**src/rtl/uart_pkg.sv**
```systemverilog
// Shared types and helpers for the UART receive path.
// Holds the receiver state encoding, default frame geometry and the odd-parity helper.
package uart_pkg;

    localparam int DATA_BITS_DEF  = 8;
    localparam int OVERSAMPLE_DEF = 16;

    typedef enum logic [2:0] {
        IDLE,
        START,
        DATA,
        PARITY,
        STOP
    } rx_state_t;

    // Expected odd-parity bit. Callers zero-extend their word; the zero bits do not change the XOR.
    function automatic logic odd_parity(input logic [31:0] d);
        return ~^d;
    endfunction

endpackage

```
**src/rtl/uart_rx_if.sv**
```systemverilog
// Receive-side output bundle from uart_rx to its downstream consumer (FIFO or bus bridge).
interface uart_rx_if import uart_pkg::*; #(
    parameter int DATA_BITS = DATA_BITS_DEF
) ();

    // rx_valid is a one-clock strobe with no ready: the consumer must take the word on that
    // cycle. rx_data, parity_error and framing_error stay stable until the next rx_valid.
    logic [DATA_BITS-1:0] rx_data;
    logic                 rx_valid;
    logic                 parity_error;
    logic                 framing_error;
    logic                 rx_busy;

    modport master (
        output rx_data,
        output rx_valid,
        output parity_error,
        output framing_error,
        output rx_busy
    );

    modport slave (
        input rx_data,
        input rx_valid,
        input parity_error,
        input framing_error,
        input rx_busy
    );

endinterface

```
**src/rtl/uart_sync2.sv**
```systemverilog
// Two-flop synchronizer for an asynchronous single-bit input.
// The reset value matches the line's idle level so reset never looks like a start bit.
module uart_sync2 #(
    parameter logic RESET_VAL = 1'b1
) (
    input  logic clk,
    input  logic reset,
    input  logic d,
    output logic q
);

    logic meta;

    always_ff @(posedge clk) begin
        if (reset) begin
            meta <= RESET_VAL;
            q    <= RESET_VAL;
        end else begin
            meta <= d;
            q    <= meta;
        end
    end

endmodule

```
**src/rtl/uart_rx.sv**
```systemverilog
// Oversampling UART receiver: start/data/optional odd parity/stop framing, LSB first.
// Each completed frame, errored or not, produces one rx_valid strobe with its error flags.
module uart_rx import uart_pkg::*; #(
    parameter int DATA_BITS  = DATA_BITS_DEF,
    parameter int OVERSAMPLE = OVERSAMPLE_DEF
) (
    input  logic       clk,
    input  logic       reset,
    input  logic       sample_tick,
    input  logic       rx_pin,
    input  logic       parity_enable,
    uart_rx_if.master  rx_out,
    output rx_state_t  dbg_state
);

    localparam int CNT_W = $clog2(OVERSAMPLE);
    localparam int IDX_W = (DATA_BITS > 1) ? $clog2(DATA_BITS) : 1;
    localparam logic [CNT_W-1:0] CNT_HALF = CNT_W'(OVERSAMPLE / 2 - 1);
    localparam logic [CNT_W-1:0] CNT_FULL = CNT_W'(OVERSAMPLE - 1);
    localparam logic [IDX_W-1:0] IDX_LAST = IDX_W'(DATA_BITS - 1);

    logic                 rx_s;
    rx_state_t            state;
    logic [CNT_W-1:0]     cnt;
    logic [IDX_W-1:0]     bit_index;
    logic [DATA_BITS-1:0] shift;
    logic                 par_en;
    logic                 par_bit;
    logic                 stop_bit;
    logic                 done;

    logic [DATA_BITS-1:0] data_q;
    logic                 valid_q;
    logic                 perr_q;
    logic                 ferr_q;
    logic                 busy_q;

    uart_sync2 #(.RESET_VAL(1'b1)) u_sync (
        .clk   (clk),
        .reset (reset),
        .d     (rx_pin),
        .q     (rx_s)
    );

    always_ff @(posedge clk) begin
        if (reset) begin
            state     <= IDLE;
            cnt       <= '0;
            bit_index <= '0;
            shift     <= '0;
            par_en    <= 1'b0;
            par_bit   <= 1'b0;
            stop_bit  <= 1'b1;
            done      <= 1'b0;
            data_q    <= '0;
            valid_q   <= 1'b0;
            perr_q    <= 1'b0;
            ferr_q    <= 1'b0;
            busy_q    <= 1'b0;
        end else begin
            valid_q <= 1'b0;

            // Frame publication runs one clock after the stop sample, independent of ticks.
            if (done) begin
                done    <= 1'b0;
                valid_q <= 1'b1;
                data_q  <= shift;
                ferr_q  <= ~stop_bit;
                perr_q  <= par_en & (par_bit != odd_parity(32'(shift)));
                busy_q  <= 1'b0;
            end

            // A new start detected on the publish cycle must win over the busy clear above.
            if (sample_tick) begin
                case (state)
                    IDLE: begin
                        if (!rx_s) begin
                            state  <= START;
                            cnt    <= '0;
                            busy_q <= 1'b1;
                            par_en <= parity_enable;
                        end
                    end
                    START: begin
                        if (cnt == CNT_HALF) begin
                            cnt <= '0;
                            if (rx_s) begin
                                state  <= IDLE;
                                busy_q <= 1'b0;
                            end else begin
                                state     <= DATA;
                                bit_index <= '0;
                            end
                        end else begin
                            cnt <= cnt + CNT_W'(1);
                        end
                    end
                    DATA: begin
                        if (cnt == CNT_FULL) begin
                            cnt   <= '0;
                            shift <= {rx_s, shift[DATA_BITS-1:1]};
                            if (bit_index == IDX_LAST) begin
                                state <= par_en ? PARITY : STOP;
                            end else begin
                                bit_index <= bit_index + IDX_W'(1);
                            end
                        end else begin
                            cnt <= cnt + CNT_W'(1);
                        end
                    end
                    PARITY: begin
                        if (cnt == CNT_FULL) begin
                            cnt     <= '0;
                            par_bit <= rx_s;
                            state   <= STOP;
                        end else begin
                            cnt <= cnt + CNT_W'(1);
                        end
                    end
                    STOP: begin
                        if (cnt == CNT_FULL) begin
                            cnt      <= '0;
                            stop_bit <= rx_s;
                            done     <= 1'b1;
                            state    <= IDLE;
                        end else begin
                            cnt <= cnt + CNT_W'(1);
                        end
                    end
                    default: begin
                        state <= IDLE;
                        cnt   <= '0;
                    end
                endcase
            end
        end
    end

    assign rx_out.rx_data       = data_q;
    assign rx_out.rx_valid      = valid_q;
    assign rx_out.parity_error  = perr_q;
    assign rx_out.framing_error = ferr_q;
    assign rx_out.rx_busy       = busy_q;
    assign dbg_state            = state;

endmodule
```
**src/flat_wrapper.sv**
```systemverilog
// flat-port wrapper written by rule: the top's interface ports become plain ports
module uart_rx_flat import uart_pkg::*;
#(
    parameter int DATA_BITS  = DATA_BITS_DEF,
    parameter int OVERSAMPLE = OVERSAMPLE_DEF
)
  (clk, reset, sample_tick, rx_pin, parity_enable, dbg_state, rx_out_rx_data, rx_out_rx_valid, rx_out_parity_error, rx_out_framing_error, rx_out_rx_busy);
  uart_rx_if #(.DATA_BITS(DATA_BITS)) rx_out_i ();
  input  logic clk;
  input  logic reset;
  input  logic sample_tick;
  input  logic rx_pin;
  input  logic parity_enable;
  output rx_state_t dbg_state;
  output wire logic [$bits(rx_out_i.rx_data)-1:0] rx_out_rx_data;
  output wire logic [$bits(rx_out_i.rx_valid)-1:0] rx_out_rx_valid;
  output wire logic [$bits(rx_out_i.parity_error)-1:0] rx_out_parity_error;
  output wire logic [$bits(rx_out_i.framing_error)-1:0] rx_out_framing_error;
  output wire logic [$bits(rx_out_i.rx_busy)-1:0] rx_out_rx_busy;
  assign rx_out_rx_data = rx_out_i.rx_data;
  assign rx_out_rx_valid = rx_out_i.rx_valid;
  assign rx_out_parity_error = rx_out_i.parity_error;
  assign rx_out_framing_error = rx_out_i.framing_error;
  assign rx_out_rx_busy = rx_out_i.rx_busy;
  uart_rx #(.DATA_BITS(DATA_BITS), .OVERSAMPLE(OVERSAMPLE)) u_core (.clk(clk), .reset(reset), .sample_tick(sample_tick), .rx_pin(rx_pin), .parity_enable(parity_enable), .rx_out(rx_out_i), .dbg_state(dbg_state));
endmodule
```
**config.mk**
```make
export PLATFORM = sky130hd
export DESIGN_NAME = uart_rx_flat
export DESIGN_NICKNAME = d
export VERILOG_FILES = /design/src/rtl/uart_pkg.sv /design/src/rtl/uart_rx_if.sv /design/src/rtl/uart_sync2.sv /design/src/rtl/uart_rx.sv /design/src/flat_wrapper.sv
export SDC_FILE = /design/constraint.sdc
export NUM_CORES = 1
export LEC_CHECK = 0
export ABC_AREA = 0
export CAP_MARGIN = 0
export CELL_PAD_IN_SITES_DETAIL_PLACEMENT = 1
export CELL_PAD_IN_SITES_GLOBAL_PLACEMENT = 2
export CORE_MARGIN = 2
export CORE_UTILIZATION = 37
export DETAILED_ROUTE_END_ITERATION = 8
export GPL_ROUTABILITY_DRIVEN = 0
export PLACE_DENSITY = 0.79
export SLEW_MARGIN = 10
export SYNTH_ARGS = -nofsm -noshare
export SYNTH_HDL_FRONTEND = slang
export SYNTH_SLANG_ARGS = --single-unit
```
**constraint.sdc**
```tcl
create_clock -name clk -period 2.8 [get_ports clk]
set_input_delay 0.42 -clock clk [delete_from_list [all_inputs] [get_ports clk]]
set_output_delay 0.42 -clock clk [all_outputs]
set_load 0.01 [all_outputs]
```
==> Implementation_results.wiki, run 1 <==
{| class="wikitable"
! Metric !! Value
|-
| Status || finished clean
|-
| Standard-cell row count || 24
|-
| Final Non-Filler Cells || 250
|-
| Post-Synth Adder-Cell Area || 2.20%
|-
| Multiplexer fraction of the synthesized cell area || 10.6%
|-
| Pleak || 0.667 nW
|-
| Final period demand of the worst path || 2.04 ns
|-
| Max Buffers Root-to-Sink || 2
|-
| Setup repair after global routing missed its margin || false
|-
| Main combinational cell family by area after synthesis || simple AND/OR/NAND/NOR gates
|-
| Detailed-router iteration count before antenna repair || 4
|-
| Number of antenna cells inserted || 0
|-
| Number of flops mapped to enable cells by yosys || 0
|-
| Wire length per cell after detailed routing || 14.9 microns
|-
| Number of sinks on the clock net || 36
|-
| Sequence of cells on the critical path || clkdlybuf4s50_1
|-
| Post-Route Skew || 0.00492 ns
|-
| Post-CTS clock slew at the launch and capture registers of the worst setup and hold paths || 0.07 ns
|-
| Area of the core region || 0.00438 sq mm
|-
| Commonest cells post-synth || sky130_fd_sc_hd__dfxtp_1 (36), sky130_fd_sc_hd__nor2_1 (26), sky130_fd_sc_hd__mux2i_1 (18)
|-
| Critical setup path kind || reg -> out
|-
| Worst hold path class || reg -> reg
|-
| Area fraction in compound gates after synthesis || 14.7%
|-
| Largest cells by area after synthesis || sky130_fd_sc_hd__dfxtp_1 (42%), sky130_fd_sc_hd__mux2i_1 (11%), sky130_fd_sc_hd__nor2_1 (5.7%)
|-
| Post-Place Cells || 243
|-
| DRC violation total after the first TritonRoute iteration || 132
|-
| Vias in the first global route || 1402
|-
| Num CTS Buffers || 5
|-
| Summed negative setup slack over all endpoints || 0 ns
|-
| Skew-Pair Late Insertion Delay || 0.28 ns
|-
| Total of buffers placed on input and output ports || 19
|-
| Final Hold Violating Endpoints || 0
|-
| Pin count of the biggest net entering global routing || 38
|-
| Synth-to-Final Area Change || 16.0%
|-
| Number of warnings printed during yosys synthesis || 0
|-
| Vert. Die Dim || 71.9 microns
|-
| First-pass GRT wire length || 6.51 mm
|-
| Fraction of final layout cells sized beyond drive strength 1 || 9.60%
|-
| Synth top area share || 42.3%
|-
| Postcts setup bufs || 0
|-
| Die footprint || 0.00516 sq mm
|-
| Count of buffer and inverter cells on the critical path || 1
|-
| Estimated wirelength of the detail-placed design || 2.70 mm
|-
| Actual transition at the worst max-transition pin || 0.697 ns
|-
| Max stage delay cell, worst path || sky130_fd_sc_hd__dfxtp_1
|-
| Remaining global-route overflow || 0
|-
| Routed Wire Length || 3.72 mm
|-
| Avg Cell Area, Syn || 9.36 sq um
|-
| Share of synthesized flip-flops with an asynchronous set or reset || 0%
|-
| Vias per cell || 5.49
|-
| Slowest cell delay on critical path || 0.69 ns
|-
| Max-slew violation count || 0
|-
| Xor and xnor fraction of the mapped netlist area || 4.70%
|-
| Remaining DRCs || 0
|-
| Net total in the final layout || 206
|-
| Synth Instances || 182
|-
| Kind of cell adding the most delay to the critical path || flip-flops
|-
| Critical Path Fanout Max || 19
|-
| Fill count || 506
|-
| Post-synth cell types || 45
|-
| TritonCTS clock tree || done
|-
| IR Drop Worst-Case VDD || 0.287 mV
|-
| Via total after detailed routing || 1373
|-
| Sequential share of the synthesized area || 42.3%
|-
| GR peak layer || met2
|-
| Crit path launch type || register
|-
| Total GRT Usage || 16.0%
|-
| Max H-tree Level || 2
|-
| Final core area utilization || 45.1%
|-
| Worst Path Arrival || 1.62 ns
|-
| # Max-Cap Violations || 0
|-
| Routing usage on met3 || 4.50%
|-
| I/O pin count || 20
|-
| Count of nets left with antenna violations after detail routing || 0
|-
| Master cell of the clock root buffer || sky130_fd_sc_hd__clkbuf_8
|-
| WP data required || 2.38 ns
|-
| Flop and latch count out of synthesis || 36
|-
| Max-Slew Margin vs Limit || 52.9%
|-
| Number of antenna violations at the first check in global routing || 0
|-
| Cell area after synthesis || 0.00170 sq mm
|-
| Peak Freq || 490 MHz
|-
| Number of buffers inserted for hold repair after clock tree synthesis || 0
|-
| Simple-gate share of the synthesized area || 20.0%
|-
| Number of failing setup endpoints in the final timing report || 0
|-
| Main synth FF type || sky130_fd_sc_hd__dfxtp_1
|-
| Crit share post-route || 72.9%
|-
| Met2 usage || 26.2%
|-
| Horizontal extent of the die || 71.9 microns
|-
| Starting Density || 38.9%
|-
| Post-place instance area || 0.00190 sq mm
|-
| Total nets after synthesis || 190
|-
| Post-CTS sizing || 0
|-
| Post-route standard cell area excluding fillers || 0.00198 sq mm
|-
| Nature of the critical path endpoint || output port
|-
| Area leader, netlist || sky130_fd_sc_hd__dfxtp_1
|-
| Global Route met1 Usage || 20.3%
|-
| Power density over cell area || 464 mW/mm^2
|-
| Most used standard cell by instance count after synthesis || sky130_fd_sc_hd__dfxtp_1
|}
layer usage:
layer  routed length [microns]  part of all wire (%)  vias up
met5                         0                     0        -
met4                        51                   1.4        0
met3                       136                   3.7        7
met2                      1810                    49       22
met1                      1720                    46      661
li1                          -                     -      683
layout by cell type (no fill, tap or decap), types with 2 or more instances in the layout:
master / synthesis / final
sky130_fd_sc_hd__dfxtp_1: 36 / 36
sky130_fd_sc_hd__nor2_1: 26 / 26
sky130_fd_sc_hd__clkdlybuf4s50_1: 0 / 19
sky130_fd_sc_hd__mux2i_1: 18 / 18
sky130_fd_sc_hd__nand2_1: 10 / 10
sky130_fd_sc_hd__a21oi_1: 9 / 9
sky130_fd_sc_hd__o21ai_0: 8 / 8
sky130_fd_sc_hd__nand3_1: 6 / 6
sky130_fd_sc_hd__clkbuf_8: 0 / 5
sky130_fd_sc_hd__inv_1: 4 / 4
sky130_fd_sc_hd__xnor2_1: 4 / 4
sky130_fd_sc_hd__o2111ai_1: 4 / 4
sky130_fd_sc_hd__o21a_1: 3 / 3
sky130_fd_sc_hd__nor3_1: 3 / 3
sky130_fd_sc_hd__a31oi_1: 3 / 3
sky130_fd_sc_hd__ha_1: 3 / 3
sky130_fd_sc_hd__or3b_2: 2 / 2
sky130_fd_sc_hd__nor2b_1: 2 / 2
sky130_fd_sc_hd__or2_2: 2 / 2
sky130_fd_sc_hd__xnor3_1: 2 / 2
sky130_fd_sc_hd__o22ai_1: 2 / 2
sky130_fd_sc_hd__or3_1: 2 / 2
sky130_fd_sc_hd__buf_4: 0 / 2
worst paths after layout:
| path | cells past startpoint | end | start | slack (ns) |
|---|---|---|---|---|
| worst max register to register | 4 | u_core.dbg_state[1] | u_core.dbg_state[0] | 0.88 |
| worst min register to register | 1 | u_core.u_sync.q | u_core.u_sync.meta | 0.42 |
| worst max-delay path | 1 | dbg_state[1] | u_core.dbg_state[1] | 0.76 |
| worst min-delay path | 1 | u_core.u_sync.q | u_core.u_sync.meta | 0.42 |
final cells by class:
| class | count | area (sq um) | area share, % |
|---|---|---|---|
| clock buffers | 5 | 68.8 | 3.48 |
| flip-flops and latches | 36 | 721 | 36.5 |
| inverters | 4 | 15.0 | 0.759 |
| multi-input cells | 130 | 890 | 45.0 |
| clock inverters | 2 | 12.5 | 0.633 |
| repair buffers | 21 | 205 | 10.4 |
| well taps | 52 | 65.1 | 3.29 |
cell families after synthesis:
family	after synthesis
multiplexers	18
XOR/XNOR	6
buffers and inverters	16
flip-flops	36
AND/OR/NAND/NOR	65
AO/OA/AOI/OAI	38
adder cells (fa/ha/maj)	3
through the flow:
stage	setup slack, ns	hold slack [ns]	power [mW]
floorplan	1.15	0.389	0.568
global placement	0.646	0.398	0.583
detailed placement	0.577	0.406	0.584
CTS	0.754	0.426	0.934
global route	0.635	0.449	0.960
finish	0.759	0.422	0.918
sequential cells by signal, indices dropped and copies added, names as in the netlist:
name                         flops
u_core.rx_out.framing_error      1
u_core.dbg_state                 3
u_core.rx_out.rx_data            8
u_core.done                      1
u_core.rx_out.parity_error       1
u_core.cnt                       4
u_core.u_sync.meta               1
u_core.bit_index                 3
u_core.par_en                    1
u_core.u_sync.q                  1
u_core.stop_bit                  1
u_core.par_bit                   1
u_core.rx_out.rx_busy            1
u_core.rx_out.rx_valid           1
u_core.shift                     8
power by group:
group          internal, mW  switching (mW)  total, mW
sequential            0.515         0.00761      0.523
combinational        0.0201          0.0285     0.0487
clock                 0.168           0.178      0.346
(Power assumes the default switching activity.)
==> inputs of run 2 (changes only) <==
--- a/config.mk
+++ b/config.mk
@@ -10,10 +10,10 @@
 export CELL_PAD_IN_SITES_DETAIL_PLACEMENT = 1
 export CELL_PAD_IN_SITES_GLOBAL_PLACEMENT = 2
 export CORE_MARGIN = 2
-export CORE_UTILIZATION = 37
+export CORE_UTILIZATION = 31
 export DETAILED_ROUTE_END_ITERATION = 8
 export GPL_ROUTABILITY_DRIVEN = 0
-export PLACE_DENSITY = 0.79
+export PLACE_DENSITY = 0.71
 export SLEW_MARGIN = 10
 export SYNTH_ARGS = -nofsm -noshare
 export SYNTH_HDL_FRONTEND = slang
==> constraint.sdc (replaced) <==
create_clock -name clk -period 1.83 [get_ports clk]
set_input_delay 0.2745 -clock clk [delete_from_list [all_inputs] [get_ports clk]]
set_output_delay 0.2745 -clock clk [all_outputs]
set_load 0.01 [all_outputs]
==> run 2 against run 1 <==
  * Die area increased by 18%
  * Sequential power increased by 53%
  * Final cell count increased by 11%
  * Highest routed layer unchanged
  * Setup slack got worse by 0.68 ns
  * Critical endpoint unchanged
  * Critical path depth increased by 1
  * Critical path type unchanged
  * Total power increased by 60%
  * Via count increased by 2.9%
  * Register-to-register slack got worse by 0.79 ns
  * Design area increased by 7.3%
  * Combinational power increased by 92%
==> Implementation_results.wiki, run 2 (synthesized netlist as in run 1, its figures left out) <==
{| class="wikitable"
! Metric !! Value
|-
| Count of nets left with antenna violations after detail routing || 0
|-
| Total of buffers placed on input and output ports || 19
|-
| Starting Density || 32.7%
|-
| DRC violation total after the first TritonRoute iteration || 87
|-
| Max Buffers Root-to-Sink || 2
|-
| Kind of cell adding the most delay to the critical path || buffers and inverters
|-
| Max stage delay cell, worst path || sky130_fd_sc_hd__clkdlybuf4s50_1
|-
| Remaining DRCs || 0
|-
| Routed Wire Length || 4.14 mm
|-
| Count of buffer and inverter cells on the critical path || 2
|-
| Detailed-router iteration count before antenna repair || 4
|-
| Sequence of cells on the critical path || buf_4 -> clkdlybuf4s50_1
|-
| Slowest cell delay on critical path || 0.53 ns
|-
| Post-CTS sizing || 2
|-
| Actual transition at the worst max-transition pin || 0.396 ns
|-
| I/O pin count || 20
|-
| Synth-to-Final Area Change || 24.5%
|-
| Summed negative setup slack over all endpoints || 0 ns
|-
| Fraction of final layout cells sized beyond drive strength 1 || 14.9%
|-
| Skew-Pair Late Insertion Delay || 0.28 ns
|-
| Post-CTS clock slew at the launch and capture registers of the worst setup and hold paths || 0.07 ns
|-
| Origin of the worst min-delay path || u_core.u_sync.meta
|-
| Final period demand of the worst path || 1.76 ns
|-
| Pleak || 0.724 nW
|-
| Power density over cell area || 691 mW/mm^2
|-
| TritonCTS clock tree || done
|-
| Estimated wirelength of the detail-placed design || 3.02 mm
|-
| Max-slew violation count || 0
|-
| Wire length per cell after detailed routing || 14.9 microns
|-
| Num CTS Buffers || 5
|-
| Via total after detailed routing || 1413
|-
| WP data required || 1.56 ns
|-
| Vias in the first global route || 1533
|-
| Pin count of the biggest net entering global routing || 21
|-
| Critical setup path kind || reg -> out
|-
| Post-Route Skew || 0.00859 ns
|-
| Number of antenna cells inserted || 0
|-
| Crit share post-route || 95.9%
|-
| # Max-Cap Violations || 0
|-
| Most frequent standard cell in the layout excluding fill and tap cells || sky130_fd_sc_hd__dfxtp_1
|-
| Vert. Die Dim || 78.1 microns
|-
| Number of sinks on the clock net || 36
|-
| Worst hold path class || reg -> reg
|-
| Remaining global-route overflow || 0
|-
| Critical Path Fanout Max || 15
|-
| Worst Path Arrival || 1.48 ns
|-
| Max-Slew Margin vs Limit || 73.4%
|-
| Peak Freq || 570 MHz
|-
| Final Hold Violating Endpoints || 0
|-
| Critical Path Source || u_core.dbg_state[1]
|-
| IR Drop Worst-Case VDD || 0.398 mV
|-
| Power consumption || 1.47 mW
|-
| Number of antenna violations at the first check in global routing || 0
|-
| Status || finished clean
|-
| Standard-cell row count || 26
|-
| Number of buffers inserted for hold repair after clock tree synthesis || 0
|-
| Number of failing setup endpoints in the final timing report || 0
|-
| Master cell of the clock root buffer || sky130_fd_sc_hd__clkbuf_8
|-
| First-pass GRT wire length || 7.27 mm
|-
| Total GRT Usage || 15.1%
|-
| Worst reg2reg path startpoint || u_core.bit_index[0]
|-
| Die footprint || 0.00611 sq mm
|-
| Area of the core region || 0.00520 sq mm
|-
| Net total in the final layout || 215
|-
| Crit path launch type || register
|-
| Postcts setup bufs || 0
|-
| Setup repair after global routing missed its margin || true
|-
| Nature of the critical path endpoint || output port
|-
| Horizontal extent of the die || 78.1 microns
|-
| Vias per cell || 5.08
|-
| Most used cells in the layout excluding fill and tap cells || sky130_fd_sc_hd__dfxtp_1 (35), sky130_fd_sc_hd__nor2_1 (26), sky130_fd_sc_hd__clkdlybuf4s50_1 (19)
|-
| Max H-tree Level || 2
|}
[run 2: area by class of cell]
type,count,area [sq um]
clock buffers,8,90.1
multi-input cells,130,922
inverters,4,15.0
flip-flops and latches,36,722
fillers,599,3080
repair buffers,30,285
well taps,70,87.6
[run 2: worst paths after layout]
path | cells after the start | slack [ns] | to
setup / recovery | 2 | 0.07 | dbg_state[1]
hold / removal | 1 | 0.42 | u_core.u_sync.q
setup reg to reg | 6 | 0.09 | u_core.bit_index[0]
hold reg to reg | 1 | 0.42 | u_core.u_sync.q
[run 2: report_power, final]
part | internal [mW] | leakage [nW] | switching, mW
clock network | 0.307 | 0.0455 | 0.267
registers | 0.789 | 0.291 | 0.0102
logic | 0.0423 | 0.387 | 0.0513
total | 1.14 | 0.724 | 0.329
[run 2: worst reg2reg max path: cells and delay by family, from the launching register on]
kind	cells	cell delay, ns
adders and majority gates	2	0.41
and+or+nand+nor	2	0.67
AOI/OAI and AO/OA	2	0.28
DFF	1	0.33
[run 2: per-layer routing]
| layer | vias up | part of all wire [%] | track usage, % |
|---|---|---|---|
| met3 | 4 | 2.6 | 3.45 |
| met5 | - | 0 | 0 |
| met2 | 21 | 50 | 24.8 |
| met1 | 685 | 46 | 19.2 |
| met4 | 0 | 0.94 | 5.96 |
| li1 | 703 | - | - |
[run 2: per-stage QoR]
stage / utilization, % / hold WS [ns] / area [sq um] / instances / worst slack [ns]
6_report: 40.8 / 0.420 / 2120 / 278 / 0.0741
5_1_grt: 40.8 / 0.427 / 2120 / 278 / -0.0354
4_1_cts: 40.2 / 0.423 / 2090 / 278 / 0.00920
3_5_place_dp: 38.4 / 0.402 / 2000 / 270 / -0.00330
3_3_place_gp: 38.4 / 0.398 / 2000 / 270 / 0.0343
2_1_floorplan: - / 0.378 / 1700 / 182 / 0.180
==> inputs of run 3 (changes only) <==
--- a/config.mk
+++ b/config.mk
@@ -10,10 +10,11 @@
 export CELL_PAD_IN_SITES_DETAIL_PLACEMENT = 1
 export CELL_PAD_IN_SITES_GLOBAL_PLACEMENT = 2
 export CORE_MARGIN = 2
-export CORE_UTILIZATION = 31
+export CORE_UTILIZATION = 34
 export DETAILED_ROUTE_END_ITERATION = 8
 export GPL_ROUTABILITY_DRIVEN = 0
-export PLACE_DENSITY = 0.71
+export PLACE_DENSITY = 0.74
+export SETUP_SLACK_MARGIN = 0.4
 export SLEW_MARGIN = 10
 export SYNTH_ARGS = -nofsm -noshare
 export SYNTH_HDL_FRONTEND = slang
==> constraint.sdc (replaced) <==
create_clock -name clk -period 1.85 [get_ports clk]
set_input_delay 0.2775 -clock clk [delete_from_list [all_inputs] [get_ports clk]]
set_output_delay 0.2775 -clock clk [all_outputs]
set_load 0.01 [all_outputs]
==> run 3 against run 2 <==
  * Combinational power grew 50%
  * Routed wire length grew 19%
  * Clock power grew 5.4%
  * Final cell count grew 7.6%
  * Die area shrank 8.4%
  * Hold slack lost 0.0090 ns
  * First-iteration DRC count shrank 28%
  * Sequential power shrank 2%
  * Core utilization grew 11 points
  * Critical endpoint is now u_core.bit_index[0]
  * Largest power group unchanged
==> Implementation_results.wiki, run 3 (synthesized netlist as in run 1, its figures left out) <==
{| class="wikitable"
! Metric !! Value
|-
| # Max-Cap Violations || 0
|-
| Remaining DRCs || 0
|-
| Estimated wirelength of the detail-placed design || 3.02 mm
|-
| Detailed-router iteration count before antenna repair || 4
|-
| Worst reg2reg path startpoint || u_core.dbg_state[1]
|-
| Final Non-Filler Cells || 299
|-
| Cells on worst reg2reg path || 4
|-
| Final period demand of the worst path || 1.67 ns
|-
| Setup slack on the worst flop-to-flop path || 0.18 ns
|-
| Nature of the critical path endpoint || register
|-
| Horizontal extent of the die || 74.8 microns
|-
| Skew-Pair Late Insertion Delay || 0.29 ns
|-
| Peak Freq || 599 MHz
|-
| Actual transition at the worst max-transition pin || 0.373 ns
|-
| Total GRT Usage || 17.6%
|-
| Worst hold path class || reg -> reg
|-
| Vias in the first global route || 1576
|-
| Final core area utilization || 51.7%
|-
| DRC violation total after the first TritonRoute iteration || 63
|-
| Number of sinks on the clock net || 36
|-
| Min-Delay Path Depth || 1
|-
| Status || finished clean
|-
| Wire length per cell after detailed routing || 16.5 microns
|-
| TritonCTS clock tree || done
|-
| Worst min-delay path endpoint || u_core.u_sync.q
|-
| Max Buffers Root-to-Sink || 2
|-
| Remaining global-route overflow || 0
|-
| Post-CTS clock slew at the launch and capture registers of the worst setup and hold paths || 0.08 ns
|-
| Worst hold-check slack || 0.411 ns
|-
| Total of buffers placed on input and output ports || 19
|-
| Power density over cell area || 617 mW/mm^2
|-
| Via total after detailed routing || 1537
|-
| WP data required || 2.07 ns
|-
| Die footprint || 0.00559 sq mm
|-
| Final Hold Violating Endpoints || 0
|-
| Setup repair after global routing missed its margin || true
|-
| Vias per cell || 5.14
|-
| Number of buffers inserted for hold repair after clock tree synthesis || 0
|-
| Pleak || 1.00 nW
|-
| Num CTS Buffers || 5
|-
| Most used cells in the layout excluding fill and tap cells || sky130_fd_sc_hd__buf_4 (26), sky130_fd_sc_hd__dfxtp_1 (26), sky130_fd_sc_hd__nor2_1 (23)
|-
| Critical setup path kind || reg -> reg
|-
| Number of failing setup endpoints in the final timing report || 0
|-
| Pin count of the biggest net entering global routing || 32
|-
| Fraction of final layout cells sized beyond drive strength 1 || 34.5%
|-
| Synth-to-Final Area Change || 45.2%
|-
| Max-Slew Margin vs Limit || 74.9%
|-
| Post-Place Cells || 269
|-
| Number of antenna violations at the first check in global routing || 0
|-
| Area of the core region || 0.00479 sq mm
|-
| Crit path launch type || register
|-
| Routed Wire Length || 4.93 mm
|-
| Number of antenna cells inserted || 0
|-
| I/O pin count || 20
|-
| Critical Path Fanout Max || 6
|-
| Summed negative setup slack over all endpoints || 0 ns
|-
| Worst Path Arrival || 1.89 ns
|-
| Standard-cell row count || 25
|-
| Post-Route Skew || 0.00651 ns
|-
| R2R Path End || u_core.bit_index[0]
|-
| First-pass GRT wire length || 7.42 mm
|-
| Starting Density || 35.6%
|-
| Vert. Die Dim || 74.8 microns
|-
| Max-slew violation count || 0
|-
| Crit share post-route || 90.2%
|-
| Count of nets left with antenna violations after detail routing || 0
|-
| IR Drop Worst-Case VDD || 0.383 mV
|-
| Net total in the final layout || 239
|-
| Max H-tree Level || 2
|-
| Master cell of the clock root buffer || sky130_fd_sc_hd__clkbuf_8
|-
| Origin of the worst min-delay path || u_core.u_sync.meta
|}
-- run 3: cell types whose count changed in the layout (fill, tap and decap cells not counted), sizes merged --
cell           change
dlymetal6s2s       +4
dlygate4sd2       +11
clkbuf             -2
clkinvlp           +2
buf               +24
clkdlybuf4s50     -15
-- run 3: layout make-up --
cell class                      instances  area, sq um
Fill cell                             543         2310
Multi-Input combinational cell        130         1040
Sequential cell                        36          741
Timing Repair Buffer                   54          494
Tap cell                               67         83.8
Clock buffer                            6         82.6
Clock inverter                          2         15.0
Inverter                                4         15.0
-- run 3: what timing repair did --
action | 4_1_cts | 5_1_grt
endpoints found under the hold margin | 0 | 0
endpoints found under the setup margin | 33 | 26
setup buffers | 10 | 12
pin swaps | 5 | 16
gates resized for setup | 26 | 31
-- run 3: critical path, stage by stage, from the launching register on --
cell	delay [ns]
sky130_fd_sc_hd__dfxtp_4	0.39
sky130_fd_sc_hd__buf_2	0.21
sky130_fd_sc_hd__or3b_1	0.40
sky130_fd_sc_hd__or4_4	0.49
sky130_fd_sc_hd__a21oi_2	0.11
-- run 3: layer usage --
metal,GRT usage [%],up-vias,routed length (microns)
li1,-,748,-
met1,20.5,758,2130
met2,32.3,24,2610
met3,4.02,7,133
met4,5.16,0,53
met5,0,-,0
-- run 3: worst max path at each step --
stage | start | to | slack (ns)
final | u_core.dbg_state[1] | u_core.bit_index[0] | 0.18
after global routing | u_core.dbg_state[1] | u_core.dbg_state[2] | 0.09
after CTS | u_core.bit_index[0] | u_core.bit_index[0] | 0.21
after detailed placement | sample_tick | u_core.shift[5] | 0.03
after global placement | sample_tick | u_core.shift[5] | 0.07
after floorplan | u_core.bit_index[0] | u_core.bit_index[0] | 0.28
-- run 3: report_power, final --
part | switching (mW) | internal [mW]
Clock | 0.303 | 0.302
Sequential | 0.00641 | 0.777
Combinational | 0.0706 | 0.0694
Total | 0.380 | 1.15
-- run 3: per-stage QoR --
stage	power (mW)	area (sq um)	setup WS, ns
global route	1.60	2470	0.0949
finish	1.53	2470	0.182
global placement	0.907	2080	0.0731
floorplan	0.864	1770	0.281
detailed placement	0.911	2080	0.0316
CTS	1.52	2290	0.210
